### src/rtl/distance_pkg.sv
// Shared constants and width helpers for the multi-channel sonar distance history.
package distance_pkg;

   localparam int DEFAULT_DATA_W = 8;
   localparam int DEFAULT_DEPTH  = 4;

   function automatic int clog2(input int value);
      int r;
      r = 0;
      for (int i = 0; i < 31; i++) begin
         if ((1 << i) < value) r = i + 1;
      end
      return r;
   endfunction

   // Running sum of DEPTH samples never needs more than this many bits.
   function automatic int sum_width(input int data_w, input int depth);
      return data_w + clog2(depth);
   endfunction

endpackage

### src/rtl/distance_channel.sv
// One sonar channel: strobe edge detect, sample history shift register,
// running sum for the moving average, and fill tracking.
module distance_channel
   import distance_pkg::*;
#(
   parameter  int DATA_W = DEFAULT_DATA_W,
   parameter  int DEPTH  = DEFAULT_DEPTH,
   localparam int IDX_W  = clog2(DEPTH),
   localparam int SUM_W  = sum_width(DATA_W, DEPTH)
) (
   input  logic                          clk,
   input  logic                          reset,
   input  logic [DATA_W-1:0]             distance,
   input  logic                          new_dist,
   input  logic                          clear_ch,
   output logic                          sample_strobe,
   output logic                          data_valid,
   output logic                          avg_valid,
   output logic [DATA_W-1:0]             avg_out,
   output logic [IDX_W:0]                fill_count,
   output logic [DEPTH-1:0][DATA_W-1:0]  hist
);

   localparam logic [IDX_W:0] FULL_CNT = (IDX_W + 1)'(DEPTH);

   logic                         prev_q;
   logic [DEPTH-1:0][DATA_W-1:0] hist_q;
   logic [SUM_W-1:0]             sum_q;
   logic [IDX_W:0]               fill_q;
   logic                         strobe_q;

   logic                         capture;
   logic                         full;
   logic [DATA_W-1:0]            drop;
   logic [SUM_W-1:0]             sum_next;

   assign capture  = new_dist & ~prev_q;
   assign full     = (fill_q == FULL_CNT);
   // Once the history is full the oldest entry falls off the end and leaves the sum.
   assign drop     = full ? hist_q[DEPTH-1] : '0;
   assign sum_next = sum_q + SUM_W'(distance) - SUM_W'(drop);

   always_ff @(posedge clk) begin
      if (reset) begin
         prev_q   <= 1'b1;
         hist_q   <= '0;
         sum_q    <= '0;
         fill_q   <= '0;
         strobe_q <= 1'b0;
      end else begin
         prev_q   <= new_dist;
         strobe_q <= 1'b0;
         if (clear_ch) begin
            hist_q <= '0;
            sum_q  <= '0;
            fill_q <= '0;
         end else if (capture) begin
            hist_q   <= {hist_q[DEPTH-2:0], distance};
            sum_q    <= sum_next;
            strobe_q <= 1'b1;
            if (!full) fill_q <= fill_q + 1'b1;
         end
      end
   end

   assign sample_strobe = strobe_q;
   assign data_valid    = (fill_q != '0);
   assign avg_valid     = full;
   assign avg_out       = full ? sum_q[IDX_W +: DATA_W] : hist_q[0];
   assign fill_count    = fill_q;
   assign hist          = hist_q;

endmodule

### src/rtl/distance_history.sv
// Multi-channel distance history: per-channel capture/average plus a registered
// random-access read port over all channel histories.
module distance_history
   import distance_pkg::*;
#(
   parameter  int NUM_CH = 4,
   parameter  int DATA_W = DEFAULT_DATA_W,
   parameter  int DEPTH  = DEFAULT_DEPTH,
   localparam int IDX_W  = clog2(DEPTH),
   localparam int CH_W   = (NUM_CH > 1) ? clog2(NUM_CH) : 1
) (
   input  logic                         clk,
   input  logic                         reset,
   input  logic [NUM_CH*DATA_W-1:0]     distance,
   input  logic [NUM_CH-1:0]            new_dist,
   input  logic [NUM_CH-1:0]            clear_ch,
   output logic [NUM_CH-1:0]            sample_strobe,
   output logic [NUM_CH-1:0]            data_valid,
   output logic [NUM_CH-1:0]            avg_valid,
   output logic [NUM_CH*DATA_W-1:0]     avg_out,
   output logic [NUM_CH*(IDX_W+1)-1:0]  fill_count,
   input  logic [CH_W-1:0]              rd_ch,
   input  logic [IDX_W-1:0]             rd_idx,
   output logic [DATA_W-1:0]            rd_data
);

   logic [DEPTH-1:0][DATA_W-1:0] hist_bus [NUM_CH];

   for (genvar c = 0; c < NUM_CH; c++) begin : g_ch
      distance_channel #(
         .DATA_W (DATA_W),
         .DEPTH  (DEPTH)
      ) u_channel (
         .clk           (clk),
         .reset         (reset),
         .distance      (distance[c*DATA_W +: DATA_W]),
         .new_dist      (new_dist[c]),
         .clear_ch      (clear_ch[c]),
         .sample_strobe (sample_strobe[c]),
         .data_valid    (data_valid[c]),
         .avg_valid     (avg_valid[c]),
         .avg_out       (avg_out[c*DATA_W +: DATA_W]),
         .fill_count    (fill_count[c*(IDX_W+1) +: (IDX_W+1)]),
         .hist          (hist_bus[c])
      );
   end

   // Unmatched channel selects (rd_ch >= NUM_CH) fall through to zero.
   always_ff @(posedge clk) begin
      if (reset) begin
         rd_data <= '0;
      end else begin
         rd_data <= '0;
         for (int c = 0; c < NUM_CH; c++) begin
            if (int'(rd_ch) == c) rd_data <= hist_bus[c][rd_idx];
         end
      end
   end

endmodule

### config.mk
export PLATFORM = sky130hd
export DESIGN_NAME = distance_history
export DESIGN_NICKNAME = d
export VERILOG_FILES = /design/src/rtl/distance_pkg.sv /design/src/rtl/distance_channel.sv /design/src/rtl/distance_history.sv
export SDC_FILE = /design/constraint.sdc
export NUM_CORES = 1
export LEC_CHECK = 0
export ABC_AREA = 1
export BUFFER_PORTS_ARGS = -buffer_cell sky130_fd_sc_hd__buf_2
export CORE_ASPECT_RATIO = 2
export CORE_MARGIN = 5
export CORE_UTILIZATION = 35
export DETAILED_ROUTE_END_ITERATION = 8
export GPL_ROUTABILITY_DRIVEN = 0
export MAX_ROUTING_LAYER = met4
export PLACE_DENSITY_LB_ADDON = 0.1
export SYNTH_ARGS = -nofsm -noshare
export SYNTH_HDL_FRONTEND = slang
export SYNTH_SLANG_ARGS = --single-unit
### constraint.sdc
create_clock -name clk -period 3.7 [get_ports clk]
set_clock_uncertainty 0.1 [all_clocks]
set_input_delay 0.185 -clock clk [delete_from_list [all_inputs] [get_ports clk]]
set_output_delay 0.185 -clock clk [all_outputs]
set_load 0.02 [all_outputs]
Yosys cells after proc, flatten, opt, wreduce, memory -nomap -nowiden --
Index checks and enable logic that the tools add are counted.
Operators by class: $lt $le $gt $ge 1, muxes and demuxes 24, add/sub/neg operators 12, div/mod/pow operators 0, bitwise gates (word level) 12, equal/unequal tests 7, shifts and indexed selects 0, reduce and logical (&&, ||, !) cells 13, $mul 0
Operators by type and width (count):
- $mux 8 | 16
- $bmux 8 s2 | 4
- $add 10x8->10 | 4
- $sub 10x8->10 | 4
- $add 3x1->3 const B | 4
- $eq 3x3->1 const B | 4
- $reduce_bool 3->1 | 4
- $not 1->1 | 8
- $reduce_and 2->1 | 4
- $reduce_or 2->1 | 4
- $and 1x1->1 | 4
- $eq 2x2->1 const B | 2
- $mux 1 | 4
- $lt 2x3->1 const B | 1
- $eq 2x1->1 const B | 1
- $logic_not 2->1 | 1
Storage, ports and cells: bits in writable memories 0, bits of input ports 46, memories 0, bits in registers 196, output and inout bits 64, bits in latches 0, bits in read-only memories 0

Logic depth before layout (Yosys ltp) --
Gate-level depths: netlist (run 1).
depth after elaboration 6, depth in mapped cells 18, depth with buffers taken out 17

Modules after synthesis --
Synthesis (run 1) repeated with hierarchy kept, for this count alone.
Second synthesis, totals: cells, all modules 1769, area total of the unflattened synthesis 11757.5 um2
By module, submodules not included:
- distance_channel (g_ch[0].u_channel ...) | area each 2492.4 um2, cells each 344, seq. area each 940.9 um2, times used 2
- distance_channel (g_ch[1].u_channel ...) | area each 2487.4 um2, cells each 344, seq. area each 940.9 um2, times used 2
- distance_history | area each 1798.0 um2, cells each 393, seq. area each 160.2 um2, times used 1

Worst setup path after synthesis (run 1) --
Ideal clock, no wire load.
path kind reg-to-reg, start point register g_ch[1].u_channel.fill_q[0], end point register g_ch[1].u_channel.sum_q[8], cell stages (with the launch flop) 14, data arrival time 2.896 ns, path slack 0.595 ns, library setup time 0.109 ns, clock period less this slack 3.105 ns, buffers on the path 1, path through dfxtp_1 -> inv_1 -> ha_1 -> nand2_1 -> clkbuf_1 -> nor2_1 -> fa_1 -> fa_1 -> o21ai_0 -> nand2_1 -> nand3_1 -> nand3_1 -> nand2_1 -> inv_1
On the way: cells in the longest elaborated chain, start to end 3
RTL lines:
- start, declared | RTL line distance_channel.sv:29 | logic [IDX_W:0] fill_q;
- start signal, assigned | RTL line distance_channel.sv:61 | if (!full) fill_q <= fill_q + 1'b1;
- $eq 3x3->1 | RTL line distance_channel.sv:38 | assign full = (fill_q == FULL_CNT);
- $mux 8 | RTL line distance_channel.sv:40 | assign drop = full ? hist_q[DEPTH-1] : '0;
- $sub 10x8->10 | RTL line distance_channel.sv:41 | assign sum_next = sum_q + SUM_W'(distance) - SUM_W'(drop);
- end signal, assigned | RTL line distance_channel.sv:59 | sum_q <= sum_next;
- end, declared | RTL line distance_channel.sv:28 | logic [SUM_W-1:0] sum_q;
Every way passes these cells. A chain may end at the register's enable or synchronous reset.

Final worst setup path (run 1) --
start point register g_ch[1].u_channel.fill_q[0], end point register g_ch[1].u_channel.sum_q[6]
The elaborated chain is that of the path after synthesis.

==> results of run 1 <==
-- cell families (layout without fill, tap and decap cells) --
group                      after synthesis  after routing
AOI/OAI and AO/OA                      464            464
buffers and inverters                  388            504
xor gates and xnor gates                14             14
and+or+nand+nor                        504            504
DFF                                    196            196
other                                    0              1
adders and majority gates               80             80
-- where the power goes --
group	total, mW	internal, mW	switching, mW
combinational	0.793	0.284	0.509
clock	1.98	1.10	0.883
sequential	2.19	2.16	0.0294
total	4.97	3.55	1.42
-- worst paths after layout --
check	endpoint	slack, ns	cells after the start
setup / recovery	g_ch[1].u_channel.sum_q[6]	0.47	12
setup reg to reg	g_ch[1].u_channel.sum_q[6]	0.47	12
hold reg to reg	g_ch[2].u_channel.sum_q[0]	0.36	2
hold / removal	rd_data[4]	0.05	2
-- state kept, by name, summed over array words and instances (netlist names) --
signal,count
g_ch.u_channel.hist,128
g_ch.u_channel.sum_q,40
g_ch.u_channel.fill_count,12
rd_data,8
g_ch.u_channel.prev_q,4
g_ch.u_channel.sample_strobe,4
-- per-layer routing --
metal	track usage, %	vias up
met2	33.6	184
met4	8.10	0
li1	-	5428
met5	-	-
met3	2.33	49
met1	19.7	4786
-- area by class of cell --
type,instances,share of cell area (%)
multi-input combinational,1062,44.1
antenna,1,0.0191
tap,427,4.08
sequential,196,30.0
clock inverter,12,1.16
timing repair buffer,172,8.60
clock buffer,20,3.49
inverter,300,8.60
-- cells in the mapped netlist --
| master | number |
|---|---|
| a21boi_1 | 1 |
| a21oi_1 | 190 |
| a31oi_1 | 2 |
| buf_1 | 4 |
| buf_2 | 17 |
| buf_4 | 19 |
| buf_6 | 1 |
| clkbuf_1 | 44 |
| clkbuf_2 | 3 |
| clkinv_1 | 2 |
| dfxtp_1 | 196 |
| fa_1 | 32 |
| ha_1 | 48 |
| inv_1 | 295 |
| inv_2 | 3 |
| nand2_1 | 257 |
| nand3_1 | 71 |
| nand3b_1 | 2 |
| nand4_1 | 4 |
| nor2_1 | 159 |
| nor2_2 | 3 |
| nor2_4 | 1 |
| nor3_1 | 5 |
| nor3b_1 | 2 |
| o211ai_1 | 11 |
| o21a_1 | 4 |
| o21ai_0 | 242 |
| o21ai_1 | 6 |
| o21bai_1 | 3 |
| o22ai_1 | 5 |
| xnor2_1 | 4 |
| xor2_1 | 10 |
-- through the flow --
| step | hold slack [ns] | instance area [µm²] | power [mW] |
|---|---|---|---|
| floorplan | 0.192 | 11300 | 2.79 |
| global placement | 0.289 | 12100 | 3.00 |
| detailed placement | 0.288 | 12100 | 3.01 |
| CTS | 0.0379 | 13100 | 5.05 |
| global route | 0.0610 | 13100 | 5.23 |
| finish | 0.0489 | 13100 | 4.97 |
-- critical path, stage by stage, from the launching register on --
cell and delay [ns]:
dfxtp_1 0.35, inv_1 0.08, ha_1 0.21, nand2_1 0.46, nor2_1 0.13, fa_1 0.53, fa_1 0.48, o21ai_0 0.38
nand2_1 0.14, nand3_1 0.09, nand3_1 0.08, nand2_1 0.06, inv_1 0.03
-- what timing repair did --
action / in CTS / in global routing
hold buffers: 43 / 0
hold endpoints to repair: 46 / 0
setup buffers: 0 / 0
==> results by group, run 1 <==
Job
  • Max-cap violations: 0

Routing
  • Via count: 10.4k
  • Drt via density: 4.77
  • Wire per inst: 14.6 µm
  • Wl on met1: 12,700 µm
  • First DRT Iteration DRCs: 447
  • ANT nets after route: 0
  • Drt pass-1 iters: 5
  • Number of remaining DRC errors: 0
  • DR WL met3: 1010 µm
  • Met2 wire len: 17,100 µm
  • Detailed Route WL: 31,900 µm
  • Top routing layer in use: met4

Global routing
  • Largest net degree at the start of global routing: 86
  • Vias in the first global route: 10.1k
  • Total Routing Usage GR: 18.5%
  • GRT Residual Overflow: 0
  • Initial antenna violation count: 1
  • First-pass GRT wire length: 51,500 µm

Yosys
  • Seq/Total Area, Yosys: 34.9%
  • Main area contributors after synthesis: dfxtp_1, o21ai_0, inv_1, nand2_1, a21oi_1
  • Simple-Gate Fraction of Synth Area: 18.0%
  • Mapped cell area: 11,300 µm²
  • Netlist cell types: 32
  • Compound-Gate Fraction of Synth Area: 21.1%
  • Synth Area in XOR/XNOR: 1.09%
  • Yosys top cell area share: 34.9%
  • Post-Syn Nets: 1,772
  • Mux cell area share after synthesis: 0%
  • Avg Inst Size Synth: 6.84 µm²
  • Post-Syn Instances: 1,646
  • Cell taking the most area after synthesis: dfxtp_1
  • Main combinational cell family by area after synthesis: compound AO/OA/AOI/OAI gates
  • Synth warnings: 0
  • Flops & latches, synth: 196
  • Adder-cell share of the synthesized area: 11.0%

Final layout
  • Finished Layout Cells: 2,190
  • Final Util: 40.9%
  • Commonest non-fill, non-tap cells in the layout: inv_1, nand2_1, o21ai_0
  • Commonest non-fill, non-tap cell in the layout: inv_1
  • Area of the multi-input gates: 5780 µm²
  • Area growth syn-to-layout: 16.4%
  • Fin nets: 1,875
  • Register Area: 3920 µm²
  • # fillers: 3,443
  • Ratio of cells with drive above 1 in the final layout: 9.70%

Worst setup path
  • CP startpoint: g_ch[1].u_channel.fill_count[0]
  • Critical R2R Launch: g_ch[1].u_channel.fill_count[0]
  • Crit-path max FO: 19
  • CP Data Required Time: 3.96 ns
  • Crit path DAT: 3.49 ns
  • Startpoint types: flip-flop
  • WS Path Type: reg2reg
  • Critical path endpoint category: flip-flop

CTS
  • H-tree levels: 4
  • Cts repair resizes: 0
  • Sink Count: 196
  • CTS clk-pin slew, worst paths: 0.07 ns
  • Root buffer selected by CTS: clkbuf_16
  • Clock tree buffer depth: 2
  • CTS tree: done
  • Worst-Skew Late Latency: 0.46 ns
  • TritonCTS Buffers: 17

Pwr
  • P_leak: 6.07 nW
  • Max IR drop VDD: 0.327 mV
  • PwrDens: 379 nW/µm²

Die
  • CORE AREA: 32,000 µm²
  • Row cnt: 93
  • DIE HEIGHT: 264 µm
  • Initial core utilization: 35.2%
  • Full die area: 36,100 µm²
  • Chip Width: 137 µm
  • Top-level I/O count: 110

Timing
  • Total negative slack: 0 ns
  • Fin. Hold Viols: 0
  • Max Slew Vio Count: 0
  • Max Freq: 310 MHz
  • Period minus WS final: 3.23 ns
  • RSZ-0062 raised after global routing: no
  • Final setup violation count: 0
  • Final worst slack: 0.474 ns
  • Least-Margin Pin Slew: 0.860 ns
  • Slew margin rel.: 42.7%
  • Tcrit/Tclk final: 87.2%

Outcome
  • Status: finished clean

Place
  • Post-DP HPWL: 23,500 µm
  • Port Buf Inserts: 109
  • Post-Place Worst Slack: 0.449 ns
  • Cell count after placement: 2,114

Worst hold path
  • Hold WC Path Type: in2reg
  • Beginning of the worst hold path: reset
Note: power is estimated with default switching activity, not from simulation.
==> run 2: changes to the inputs <==
--- a/config.mk
+++ b/config.mk
@@ -5,7 +5,6 @@
 export SDC_FILE = /design/constraint.sdc
 export NUM_CORES = 1
 export LEC_CHECK = 0
-export ABC_AREA = 1
 export BUFFER_PORTS_ARGS = -buffer_cell sky130_fd_sc_hd__buf_2
 export CORE_ASPECT_RATIO = 2
 export CORE_MARGIN = 5
==> results by group, run 2 <==
Outcome
  • Status: finished clean

Final layout
  • Post-route design area: 12,900 µm²
  • # diodes: 0
  • Max reg flops: 128
  • Commonest non-fill, non-tap cells in the layout: nand2_1, dfxtp_1, a21oi_1
  • Area growth syn-to-layout: 15.0%
  • # fillers: 3,341
  • Final Util: 40.4%
  • Register Area: 3920 µm²
  • Finished Layout Cells: 1,906
  • Commonest non-fill, non-tap cell in the layout: nand2_1
  • Area of the multi-input gates: 6350 µm²
  • Fin nets: 1,593
  • Ratio of cells with drive above 1 in the final layout: 13.0%

Global routing
  • Total Routing Usage GR: 18.1%
  • First-pass GRT wire length: 50,100 µm
  • Initial antenna violation count: 0
  • Largest net degree at the start of global routing: 47
  • GRT Residual Overflow: 0
  • Vias in the first global route: 9,397

CTS
  • Clock tree buffer depth: 2
  • CTS tree: done
  • CTS clk-pin slew, worst paths: 0.07 ns
  • Root buffer selected by CTS: clkbuf_16
  • TritonCTS Buffers: 17
  • Sink Count: 196
  • Setup Buffers After CTS: 0
  • Cts repair resizes: 0
  • Cts hold-fix bufs: 38
  • Worst-Skew Late Latency: 0.45 ns
  • H-tree levels: 4

Place
  • Port Buf Inserts: 109
  • Cell count after placement: 1,837
  • Post-Place Worst Slack: 0.371 ns
  • Post-DP HPWL: 22,600 µm
  • Placed inst area: 12,000 µm²

Timing
  • Max Freq: 300 MHz
  • Least-Margin Pin Slew: 0.903 ns
  • Hold slack final: 0.0859 ns
  • Final setup violation count: 0
  • Max Slew Vio Count: 0
  • Total negative slack: 0 ns
  • Tcrit/Tclk final: 90.2%
  • Fin. Hold Viols: 0
  • Slew margin rel.: 39.5%
  • Period minus WS final: 3.34 ns
  • RSZ-0062 raised after global routing: no
  • Final worst slack: 0.363 ns

Routing
  • Wire per inst: 16.2 µm
  • Drt via density: 4.93
  • ANT nets after route: 0
  • Number of remaining DRC errors: 0
  • Drt pass-1 iters: 5
  • Via count: 9,397
  • Detailed Route WL: 30,900 µm
  • First DRT Iteration DRCs: 465

Yosys
  • Seq/Total Area, Yosys: 34.9%
  • Post-Syn Nets: 1,502
  • Top FF cell, synth: dfxtp_1
  • Share of flip-flops with an asynchronous set or reset: 0%
  • Synth warnings: 0
  • Yosys top cell area share: 34.9%
  • Top cells by count, synth: nand2_1, dfxtp_1, a21oi_1
  • Netlist cell types: 51
  • Main area contributors after synthesis: dfxtp_1, nand2_1, a21oi_1, fa_1, ha_1
  • Post-Syn Instances: 1,376
  • Post-synth EDFFs: 0
  • Top-count cell post-synth: nand2_1
  • Flops & latches, synth: 196
  • Avg Inst Size Synth: 8.18 µm²
  • Mapped cell area: 11,200 µm²
  • Cell taking the most area after synthesis: dfxtp_1

Worst setup path
  • Crit-path max FO: 11
  • WS Path Type: reg2reg
  • Crit path DAT: 3.54 ns
  • Startpoint types: flip-flop
  • CP Data Required Time: 3.91 ns
  • Critical path endpoint category: flip-flop

Pwr
  • PwrDens: 349 nW/µm²
  • P_leak: 5.20 nW
  • Max IR drop VDD: 0.332 mV
  • Power after layout: 4.52 mW

Die
  • Chip Width: 137 µm
  • CORE AREA: 32,000 µm²
  • DIE HEIGHT: 264 µm
  • Top-level I/O count: 110
  • Initial core utilization: 35.2%
  • Row cnt: 93
  • Full die area: 36,000 µm²

Worst hold path
  • Hold WC Path Type: in2reg

Job
  • Max-cap violations: 0
[run 2: changes by cell type after synthesis, moves of 10 or more]
cell / change
o21ai_0: -233
nand3_1: -55
a21oi_1: -10
inv_1: -155
o21ai_1: +35
buf_2: -17
mux4_1: +18
mux4_2: +22
nand2_1: +75
and3_1: +37
clkbuf_1: +28
nor2_1: -115
a211oi_1: +22
nand2b_1: +21
[run 2: final cells by class]
cell class                 count  area share [%]
clock buffer                  22            3.59
clock inverter                 9           0.445
inverter                     144            4.18
multi-input combinational    942            49.1
sequential                   196            30.3
tap                          427            4.13
timing repair buffer         166            8.26
[run 2: final timing paths]
check	from	endpoint	slack [ns]	depth (start not counted)
worst max-delay path	g_ch[2].u_channel.fill_count[0]	g_ch[2].u_channel.sum_q[7]	0.36	12
worst min-delay path	reset	g_ch[3].u_channel.sum_q[7]	0.09	4
worst min register to register	g_ch[2].u_channel.sum_q[5]	g_ch[2].u_channel.sum_q[5]	0.35	2
worst max register to register	g_ch[2].u_channel.fill_count[0]	g_ch[2].u_channel.sum_q[7]	0.36	12
[run 2: report_power, final]
part	internal, mW	switching, mW
logic	0.260	0.383
registers	2.13	0.0145
clock network	0.887	0.844
[run 2: kinds of logic after synthesis]
family | after synthesis | share of synthesized area, %
and+or+nand+nor | 508 | 20.3
AOI/OAI and AO/OA | 292 | 14.5
DFF | 196 | 34.9
muxes | 45 | 9.10
adders and majority gates | 80 | 11.0
xor gates and xnor gates | 17 | 1.32
buffers and inverters | 238 | 8.84
[run 2: per-layer routing]
layer  routed length, µm  part of all wire (%)  up-vias  track usage (%)
met5                   0                     0        -                -
met4                 590                   1.9        0             5.13
met3                 867                   2.8       40             3.00
met2               16600                    54      152             32.5
met1               12800                    42     4451             20.3
li1                    -                     -     4754                -
[run 2: critical path: stages, from the launching register on]
cell and delay (ns):
dfxtp_1 0.36, inv_1 0.08, ha_1 0.32, and3_1 0.25
fa_1 0.56, inv_1 0.06, ha_1 0.30, a211oi_1 0.42
o21bai_1 0.13, a21oi_1 0.21, nand3b_1 0.15, a2111o_1 0.15
o311ai_1 0.10
==> run 3: changes to the inputs <==
--- a/config.mk
+++ b/config.mk
@@ -9,6 +9,7 @@
 export CORE_ASPECT_RATIO = 2
 export CORE_MARGIN = 5
 export CORE_UTILIZATION = 35
+export CTS_BUF_LIST = sky130_fd_sc_hd__clkbuf_8
 export DETAILED_ROUTE_END_ITERATION = 8
 export GPL_ROUTABILITY_DRIVEN = 0
 export MAX_ROUTING_LAYER = met4
==> constraint.sdc (replaced) <==
create_clock -name clk -period 2.8 [get_ports clk]
set_clock_uncertainty 0.1 [all_clocks]
set_input_delay 0.14 -clock clk [delete_from_list [all_inputs] [get_ports clk]]
set_output_delay 0.14 -clock clk [all_outputs]
set_load 0.02 [all_outputs]
==> results by group, run 3 (synthesis gave the netlist of run 2 again) <==
CTS
  • TritonCTS Buffers: 17
  • CTS tree: done
  • CTS clk-pin slew, worst paths: 0.10 ns
  • Sink Count: 196
  • Worst-Skew Late Latency: 0.50 ns
  • Clock tree buffer depth: 2
  • H-tree levels: 4
  • Root buffer selected by CTS: clkbuf_8

Die
  • Row cnt: 93
  • Full die area: 36,000 µm²
  • Top-level I/O count: 110
  • DIE HEIGHT: 264 µm
  • Initial core utilization: 35.2%
  • CORE AREA: 32,000 µm²
  • Chip Width: 137 µm

Worst setup path
  • RR Endpoint: g_ch[2].u_channel.sum_q[7]
  • Worst path cell trace: inv_4 -> ha_4 -> and3_4 -> fa_2 -> inv_2 -> ha_4 -> a211oi_4 -> o21bai_1 -> a21oi_2 -> nand3b_1 -> a2111o_1 -> o311ai_1
  • FF-to-FF path depth: 12
  • WS Path Type: reg2reg
  • Critical R2R Launch: g_ch[2].u_channel.fill_count[0]
  • Critical Path Sink: g_ch[2].u_channel.sum_q[7]
  • CP Data Required Time: 3.11 ns
  • Critical path endpoint category: flip-flop
  • Reg-to-reg slack, setup: -0.02 ns
  • Worst path max stage delay: 0.57 ns
  • Most used cell, CP: ha_4
  • CP startpoint: g_ch[2].u_channel.fill_count[0]
  • Crit-path max FO: 9
  • Slowest CP cell: fa_2
  • Crit path DAT: 3.13 ns
  • Startpoint types: flip-flop

Final layout
  • Max reg flops: 128
  • Final Util: 44.9%
  • Ratio of cells with drive above 1 in the final layout: 26.6%
  • Fin nets: 1,676
  • Commonest non-fill, non-tap cells in the layout: nand2_1, dfxtp_1, a21oi_1
  • Area growth syn-to-layout: 27.7%
  • # fillers: 3,248
  • Commonest non-fill, non-tap cell in the layout: nand2_1

Pwr
  • Max IR drop VDD: 0.312 mV
  • PwrDens: 411 nW/µm²
  • P_leak: 5.66 nW

Global routing
  • Initial antenna violation count: 3
  • Largest net degree at the start of global routing: 47
  • First-pass GRT wire length: 52,100 µm
  • Total Routing Usage GR: 18.8%
  • GRT Residual Overflow: 0
  • Vias in the first global route: 9,785

Routing
  • Drt via density: 4.94
  • First DRT Iteration DRCs: 531
  • Wire per inst: 16.3 µm
  • Detailed Route WL: 32,600 µm
  • Number of remaining DRC errors: 0
  • Drt pass-1 iters: 5
  • ANT nets after route: 0
  • Via count: 9,845

Outcome
  • Status: finished with violations
  • Failing checks: setup timing

Timing
  • Tcrit/Tclk final: 101%
  • Total negative slack: -0.0318 ns
  • Final worst slack: -0.0205 ns
  • Slew margin rel.: 40.5%
  • Max Slew Vio Count: 0
  • RSZ-0062 raised after global routing: yes
  • Hold slack final: 0.0560 ns
  • Max Freq: 355 MHz
  • Final setup violation count: 2
  • Fin. Hold Viols: 0
  • Least-Margin Pin Slew: 0.893 ns
  • Period minus WS final: 2.82 ns

Job
  • Max-cap violations: 0

Place
  • Post-DP HPWL: 24,100 µm
  • Post-Place Worst Slack: -0.173 ns
  • Port Buf Inserts: 109

Worst hold path
  • Hold WC Path Type: in2reg
==> run 3: cell count changes in the layout (fill, tap and decap cells not counted), moves of 13 or more <==
cell | previous run | this run
clkbuf_16 | 17 | 0
clkbuf_8 | 2 | 18
and3_4 | 0 | 13
inv_2 | 4 | 22
buf_4 | 19 | 88
inv_1 | 140 | 120
and3_1 | 37 | 24
ha_4 | 0 | 28
ha_1 | 48 | 14
==> run 3: worst max-delay path: cells and delay by family (launching register included) <==
kind            cells  cell delay (ns)
compound gates      5             0.76
fa+ha+maj           3             1.02
buf+inv             2             0.09
flops               1             0.37
simple gates        2             0.39
==> run 3: worst min path at each step <==
stage / cells past startpoint / slack [ns] / end / start
floorplan: 1 / 0.10 / rd_data[0] / reset
global placement: 2 / 0.26 / g_ch[1].u_channel.prev_q / new_dist[1]
detailed placement: 2 / 0.26 / g_ch[3].u_channel.prev_q / new_dist[3]
CTS: 3 / 0.04 / rd_data[4] / rd_ch[0]
global route: 3 / 0.07 / rd_data[4] / rd_ch[0]
finish: 3 / 0.06 / g_ch[2].u_channel.fill_count[1] / clear_ch[2]
==> run 3: metrics by stage <==
stage	power, mW	cells	cell area [µm²]
after global placement	3.92	1904	13000
after CTS	5.88	1980	13900
after global routing	6.22	1993	14400
after detailed placement	3.93	1904	13000
final	5.91	1993	14400
after floorplan	3.59	1376	11700
==> run 3: area by class of cell <==
type,instances,area (µm²),share of cell area [%]
repair buffers,249,1780,12.4
flip-flops and latches,196,3950,27.5
multi-input cells,942,7170,49.9
diodes,3,7.51,0.0523
clock buffers,18,248,1.72
clock inverters,14,126,0.880
well taps,427,534,3.72
inverters,144,548,3.81
==> run 3: layer usage <==
layer | wire length (µm) | vias to the layer above | part of all wire [%] | GRT usage, %
met2 | 17900 | 164 | 55 | 34.3
met1 | 12900 | 4734 | 40 | 20.8
li1 | - | 4916 | - | -
met5 | 0 | - | 0 | -
met3 | 1060 | 31 | 3.3 | 3.21
met4 | 677 | 0 | 2.1 | 5.29
==> run 3: where the power goes <==
group          total, mW  internal, mW  switching, mW
Combinational       1.23         0.586          0.644
Sequential          2.83          2.81         0.0198
Clock               1.85         0.738           1.11
Total               5.91          4.13           1.78
==> run 3: what timing repair did <==
action	CTS	global route
hold buffers	41	0
resized for setup	20	83
endpoints found under the hold margin	60	0
setup buffers	3	10
pin swaps	18	52
setup endpoints to repair	18	24
